$ cat src/rtl/riscv_pkg.sv
// Shared definitions for the multicycle RV32I core: FSM states, opcodes,
// datapath select encodings and the per-state control decode.
package riscv_pkg;

    typedef enum logic [3:0] {
        S_FETCH    = 4'd0,
        S_DECODE   = 4'd1,
        S_MEMADR   = 4'd2,
        S_MEMREAD  = 4'd3,
        S_MEMWB    = 4'd4,
        S_MEMWRITE = 4'd5,
        S_EXECR    = 4'd6,
        S_EXECI    = 4'd7,
        S_ALUWB    = 4'd8,
        S_JAL      = 4'd9,
        S_BEQ      = 4'd10
    } state_t;

    localparam logic [6:0] OP_LW   = 7'b0000011;
    localparam logic [6:0] OP_SW   = 7'b0100011;
    localparam logic [6:0] OP_R    = 7'b0110011;
    localparam logic [6:0] OP_IALU = 7'b0010011;
    localparam logic [6:0] OP_BEQ  = 7'b1100011;
    localparam logic [6:0] OP_JAL  = 7'b1101111;

    localparam logic [1:0] IMM_I = 2'b00;
    localparam logic [1:0] IMM_S = 2'b01;
    localparam logic [1:0] IMM_B = 2'b10;
    localparam logic [1:0] IMM_J = 2'b11;

    localparam logic [2:0] ALU_ADD = 3'b000;
    localparam logic [2:0] ALU_SUB = 3'b001;
    localparam logic [2:0] ALU_AND = 3'b010;
    localparam logic [2:0] ALU_OR  = 3'b011;
    localparam logic [2:0] ALU_SLT = 3'b101;

    localparam logic [1:0] ALUOP_ADD   = 2'b00;
    localparam logic [1:0] ALUOP_SUB   = 2'b01;
    localparam logic [1:0] ALUOP_FUNCT = 2'b10;

    localparam logic [1:0] RES_ALUOUT    = 2'b00;
    localparam logic [1:0] RES_DATA      = 2'b01;
    localparam logic [1:0] RES_ALURESULT = 2'b10;

    localparam logic [1:0] SRCA_PC    = 2'b00;
    localparam logic [1:0] SRCA_OLDPC = 2'b01;
    localparam logic [1:0] SRCA_RS1   = 2'b10;

    localparam logic [1:0] SRCB_RS2  = 2'b00;
    localparam logic [1:0] SRCB_IMM  = 2'b01;
    localparam logic [1:0] SRCB_FOUR = 2'b10;

    typedef struct packed {
        logic       adrsrc;
        logic       memwrite;
        logic       regwrite;
        logic       pcupdate;
        logic       branch;
        logic [1:0] resultsrc;
        logic [1:0] alusrca;
        logic [1:0] alusrcb;
        logic [1:0] aluop;
    } ctrl_t;

    // Moore outputs of each state; FETCH's memReady-dependent strobes are added in the top.
    function automatic ctrl_t state_ctrl(input state_t s);
        ctrl_t c;
        c = '0;
        case (s)
            S_FETCH:    begin c.alusrcb = SRCB_FOUR; c.resultsrc = RES_ALURESULT; end
            S_DECODE:   begin c.alusrca = SRCA_OLDPC; c.alusrcb = SRCB_IMM; end
            S_MEMADR:   begin c.alusrca = SRCA_RS1; c.alusrcb = SRCB_IMM; end
            S_MEMREAD:  begin c.adrsrc = 1'b1; end
            S_MEMWB:    begin c.resultsrc = RES_DATA; c.regwrite = 1'b1; end
            S_MEMWRITE: begin c.adrsrc = 1'b1; c.memwrite = 1'b1; end
            S_EXECR:    begin c.alusrca = SRCA_RS1; c.aluop = ALUOP_FUNCT; end
            S_EXECI:    begin c.alusrca = SRCA_RS1; c.alusrcb = SRCB_IMM; c.aluop = ALUOP_FUNCT; end
            S_ALUWB:    begin c.regwrite = 1'b1; end
            S_JAL:      begin c.alusrca = SRCA_OLDPC; c.alusrcb = SRCB_FOUR; c.pcupdate = 1'b1; end
            S_BEQ:      begin c.alusrca = SRCA_RS1; c.aluop = ALUOP_SUB; c.branch = 1'b1; end
            default:    begin c.alusrcb = SRCB_FOUR; c.resultsrc = RES_ALURESULT; end
        endcase
        return c;
    endfunction

endpackage

$ cat src/rtl/alu_dec.sv
// ALU decoder: maps the FSM's aluOp plus instruction function bits to aluControl.
module alu_dec
    import riscv_pkg::*;
(
    input  logic [1:0] aluOp,
    input  logic [2:0] funct3,
    input  logic       op5,
    input  logic       funct7b5,
    output logic [2:0] aluControl
);

    // Only R-type (op[5]=1) with funct7[5] set selects subtract; addi ignores funct7.
    always_comb begin
        aluControl = ALU_ADD;
        case (aluOp)
            ALUOP_ADD: aluControl = ALU_ADD;
            ALUOP_SUB: aluControl = ALU_SUB;
            ALUOP_FUNCT: begin
                case (funct3)
                    3'b000:  aluControl = (op5 & funct7b5) ? ALU_SUB : ALU_ADD;
                    3'b010:  aluControl = ALU_SLT;
                    3'b110:  aluControl = ALU_OR;
                    3'b111:  aluControl = ALU_AND;
                    default: aluControl = ALU_ADD;
                endcase
            end
            default: aluControl = ALU_ADD;
        endcase
    end

endmodule

$ cat src/rtl/multicycle_ctrl.sv
// Multicycle RV32I control unit: Moore FSM with registered per-state controls,
// immSrc decode and the ALU decoder instance.
module multicycle_ctrl
    import riscv_pkg::*;
#(
    parameter int STATE_W = 4
) (
    input  logic               clk,
    input  logic               reset,
    input  logic [6:0]         op,
    input  logic [2:0]         funct3,
    input  logic               funct7b5,
    input  logic               zero,
    input  logic               memReady,
    output logic               pcWrite,
    output logic               adrSrc,
    output logic               memWrite,
    output logic               irWrite,
    output logic [1:0]         resultSrc,
    output logic [1:0]         aluSrcA,
    output logic [1:0]         aluSrcB,
    output logic               regWrite,
    output logic [1:0]         immSrc,
    output logic [2:0]         aluControl,
    output logic               illegalOp,
    output logic [STATE_W-1:0] stateDbg
);

    state_t state_r;
    state_t state_nxt_s;
    ctrl_t  ctrl_r;
    logic   legal_s;
    logic   fetch_ready_s;

    // Next-state selection; unreachable encodings recover to FETCH.
    always_comb begin
        state_nxt_s = S_FETCH;
        case (state_r)
            S_FETCH:    state_nxt_s = memReady ? S_DECODE : S_FETCH;
            S_DECODE: begin
                case (op)
                    OP_LW, OP_SW: state_nxt_s = S_MEMADR;
                    OP_R:         state_nxt_s = S_EXECR;
                    OP_IALU:      state_nxt_s = S_EXECI;
                    OP_JAL:       state_nxt_s = S_JAL;
                    OP_BEQ:       state_nxt_s = S_BEQ;
                    default:      state_nxt_s = S_FETCH;
                endcase
            end
            S_MEMADR:   state_nxt_s = (op == OP_LW) ? S_MEMREAD : S_MEMWRITE;
            S_MEMREAD:  state_nxt_s = memReady ? S_MEMWB : S_MEMREAD;
            S_MEMWB:    state_nxt_s = S_FETCH;
            S_MEMWRITE: state_nxt_s = memReady ? S_FETCH : S_MEMWRITE;
            S_EXECR:    state_nxt_s = S_ALUWB;
            S_EXECI:    state_nxt_s = S_ALUWB;
            S_ALUWB:    state_nxt_s = S_FETCH;
            S_JAL:      state_nxt_s = S_ALUWB;
            S_BEQ:      state_nxt_s = S_FETCH;
            default:    state_nxt_s = S_FETCH;
        endcase
    end

    // State and its controls registered together so outputs come straight from flops.
    always_ff @(posedge clk or posedge reset) begin
        if (reset) begin
            state_r <= S_FETCH;
            ctrl_r  <= state_ctrl(S_FETCH);
        end else begin
            state_r <= state_nxt_s;
            ctrl_r  <= state_ctrl(state_nxt_s);
        end
    end

    // Opcode legality and sign-extender format, both purely from op.
    always_comb begin
        legal_s = 1'b0;
        immSrc  = IMM_I;
        case (op)
            OP_LW:   begin legal_s = 1'b1; immSrc = IMM_I; end
            OP_IALU: begin legal_s = 1'b1; immSrc = IMM_I; end
            OP_R:    begin legal_s = 1'b1; immSrc = IMM_I; end
            OP_SW:   begin legal_s = 1'b1; immSrc = IMM_S; end
            OP_BEQ:  begin legal_s = 1'b1; immSrc = IMM_B; end
            OP_JAL:  begin legal_s = 1'b1; immSrc = IMM_J; end
            default: begin legal_s = 1'b0; immSrc = IMM_I; end
        endcase
    end

    // Reset gates the input-dependent strobes so nothing fires while it is held.
    assign fetch_ready_s = (state_r == S_FETCH) & memReady & ~reset;
    assign irWrite       = fetch_ready_s;
    assign pcWrite       = fetch_ready_s | ((ctrl_r.pcupdate | (ctrl_r.branch & zero)) & ~reset);
    assign illegalOp     = (state_r == S_DECODE) & ~legal_s & ~reset;
    assign adrSrc        = ctrl_r.adrsrc;
    assign memWrite      = ctrl_r.memwrite;
    assign regWrite      = ctrl_r.regwrite;
    assign resultSrc     = ctrl_r.resultsrc;
    assign aluSrcA       = ctrl_r.alusrca;
    assign aluSrcB       = ctrl_r.alusrcb;
    assign stateDbg      = STATE_W'(state_r);

    alu_dec u_alu_dec (
        .aluOp      (ctrl_r.aluop),
        .funct3     (funct3),
        .op5        (op[5]),
        .funct7b5   (funct7b5),
        .aluControl (aluControl)
    );

endmodule

$ cat config.mk
export PLATFORM = sky130hd
export DESIGN_NAME = multicycle_ctrl
export DESIGN_NICKNAME = d
export VERILOG_FILES = /design/src/rtl/riscv_pkg.sv /design/src/rtl/alu_dec.sv /design/src/rtl/multicycle_ctrl.sv
export SDC_FILE = /design/constraint.sdc
export NUM_CORES = 1
export LEC_CHECK = 0
export BUFFER_PORTS_ARGS = -buffer_cell sky130_fd_sc_hd__buf_2
export CAP_MARGIN = 20
export CORE_UTILIZATION = 43
export DETAILED_ROUTE_END_ITERATION = 12
export PLACE_DENSITY = 0.74
export SYNTH_ARGS = -nofsm -noshare
export SYNTH_HDL_FRONTEND = slang
export SYNTH_SLANG_ARGS = --single-unit
$ cat constraint.sdc
create_clock -name clk -period 2.1 [get_ports clk]
set_input_delay 0.105 -clock clk [delete_from_list [all_inputs] [get_ports clk]]
set_output_delay 0.105 -clock clk [all_outputs]
set_load 0.005 [all_outputs]
==> flow_summary.yaml <==
layout:
  ff_latch_area_sq_um: 403
  layout.cells.non_filler: 162
  nets: 153
  drive_gt1_share_pct: 41.5
  fillCellCount: 188
  multi_input_area_sq_um: 442
  utilization_pct: 58.9
  diodes: 0
  area_delta_synth_final_pct: 25.1
clocking:
  clk-insertion-delay-late_ns: 0.29
  h-tree-depth: 1
  numCtsBuffers: 3
  cts.clk_slew.worst_paths_ns: 0.09
  cts_tree: "built"
  cts_num_sinks: 16
  ctsRootBufferMaster: "clkbuf_4"
  post-cts-setup-buffers: 0
  ctsLongestPathBuffers: 2
timing:
  min_period_ns: 2.00
  hold_violations: 0
  worstMarginPinSlew_ns: 0.567
  holdWs_ns: 0.105
  slew_headroom_pct: 62.2
  worst_slack_ns: 0.104
  fin_setup_tns_ns: 0
  setup_viol: 0
  fin_crit_sh_pct: 95.0
  fmax_ghz: 0.501
  grt_setup_unrepaired: "false"
  report.final.slew_viol_count: 0
  finClkSkew_ns: 0.00820
synthesis:
  ys_warn_count: 0
  synth_top_cells_by_count: "14 x dfrtp_1, 9 x inv_1, 8 x nor2_1"
  yosysMostFrequentCell: "dfrtp_1"
  yosysSeqAreaShare_pct: 42.8
  syn_area_per_cell_sq_um: 9.71
  syn_area_sq_um: 942
  synthArstFlopShare_pct: 100
  ys.flop_type: "dfrtp_1"
  synth_top_cell_by_area: "dfrtp_1"
  synth_edf_count: 0
  yosysTopAreaCellShare_pct: 37.2
  ys_ff_latch: 16
  synth_cells: 97
  yosys-top-cells-area: "dfrtp_1 37%, buf_4 5.6%, dfstp_2 5.6%"
  syn_nets: 114
  ys_types: 40
route:
  dr.pass1.iters: 4
  wl_per_cell_um: 12.3
  drt_iter0_markers: 13
  drc: 0
  drtAntennaViolNets: 0
  vias: 868
  wirelength_um: 2000
  via_per_inst: 5.36
hold_path:
  whs_endpoint: "ctrl_r[1]$_DFF_PP0_"
  hp-class: "input port to register"
  hold_start: "op[4]"
  hold_depth: 2
worst_setup_path:
  cp-start-kind: "register"
  rrSetupSlack_ns: 0.10
  worstSetupPathType: "register to register"
  cp_max_fo: 6
  cp-startpoint: "stateDbg[1]$_DFF_PP0_"
  r2r-end: "ctrl_r[0]$_DFF_PP0_"
  required_ns: 2.28
  r2r_cells: 5
  arrival_ns: 2.17
  rr_startpoint: "stateDbg[1]$_DFF_PP0_"
  end_kind: "register"
status:
  status: "finished clean"
floorplanning:
  die_w_um: 48.8
  die_area_sq_um: 2380
  std_cell_rows: 16
  num_io_pins: 36
  core_sq_um: 2000
  die_h_um: 48.8
  initial_core_util_pct: 47.1
placed_design:
  gp_congestion: 0.882
  dp.cells: 157
  portBuffers: 35
  dpl.hpwl_um: 1610
  dp_slack_ns: 0.126
global_routing:
  grt_remaining_overflow: 0
  first_global_vias: 738
  antenna_found_initial: 0
  grt.total_usage_pct: 17.1
  grt_pass1_wl_um: 3210
  grt_start_max_net_pins: 17
power:
  power_density_nw_per_um2: 551
  power.leakage_nw: 0.591
  peakVddDrop_mv: 0.506
run:
  drv_cap: 0
-- registers in the layout (all words and copies together) (netlist names) --
signal and cells:
memWrite 1, regWrite 1, aluSrcB 2, resultSrc 2, stateDbg 4, adrSrc 1
ctrl_r 3, aluSrcA 2
-- where the power goes --
| group | leakage (nW) | total [mW] | internal [mW] | switching [mW] |
|---|---|---|---|---|
| logic | 0.358 | 0.120 | 0.0545 | 0.0658 |
| clock network | 0.0210 | 0.200 | 0.106 | 0.0940 |
| registers | 0.212 | 0.329 | 0.325 | 0.00400 |
-- cell usage in the layout, fill, tap and decap left out, types with 2 or more instances in the layout --
| cell | instances |
|---|---|
| buf_2 | 35 |
| dfrtp_1 | 14 |
| inv_1 | 9 |
| nor2_1 | 8 |
| nor3_1 | 7 |
| buf_4 | 6 |
| a21oi_1 | 5 |
| nand2_1 | 5 |
| nand3_1 | 3 |
| nor4_1 | 3 |
| clkbuf_4 | 3 |
| o31ai_1 | 2 |
| a31oi_1 | 2 |
| or3_2 | 2 |
| ha_1 | 2 |
| dfstp_2 | 2 |
-- how the worst max path moves through the flow --
stage	to	slack [ns]	cells past startpoint
finish	ctrl_r[0]$_DFF_PP0_	0.10	5
global route	ctrl_r[0]$_DFF_PP0_	0.02	5
CTS	ctrl_r[0]$_DFF_PP0_	0.10	5
detailed placement	aluSrcB[0]$_DFF_PP0_	0.13	5
global placement	aluSrcB[0]$_DFF_PP0_	0.14	5
floorplan	aluSrcB[0]$_DFF_PP0_	0.04	6
-- through the flow --
stage | power, mW | instance area (sq um)
final | 0.649 | 1180
after global routing | 0.679 | 1180
after CTS | 0.655 | 1180
after global placement | 0.450 | 1130
after floorplan | 0.415 | 942
after detailed placement | 0.454 | 1130
-- final cells by class --
class                   instances  area share [%]
repair buffers                 42            19.5
well taps                      27            2.87
multi-input cells              64            37.5
inverters                       9            2.87
clock buffers                   4            3.08
flip-flops and latches         16            34.2
-- what timing repair did --
| item | 4_1_cts | 5_1_grt |
|---|---|---|
| hold endpoints to repair | 14 | 0 |
| hold buffers | 1 | 0 |
| resized for setup | 0 | 0 |
-- critical path: stages (launching register included) --
cell and delay, ns:
dfrtp_1 0.38, or4b_4 0.57, or3b_4 0.40, o31ai_4 0.22, nor3_2 0.11, and3_1 0.19
-- per-layer routing --
layer  share of wire (%)  track usage (%)  vias to the layer above
li1                    -                -                      422
met1                  43             21.6                      412
met2                  51             30.3                       32
met3                 5.4             4.67                        2
met4                0.30             1.47                        0
met5                   0                0                        -
-- cells by family (layout without fill, tap and decap cells) --
family | Yosys count | after routing | synth area share (%)
flops | 16 | 16 | 42.8
fa+ha+maj | 2 | 2 | 2.66
buf+inv | 17 | 55 | 10.4
simple gates | 45 | 45 | 30.0
compound gates | 16 | 16 | 13.3
xor+xnor | 1 | 1 | 0.930
Power figures use the tool's default switching activity.
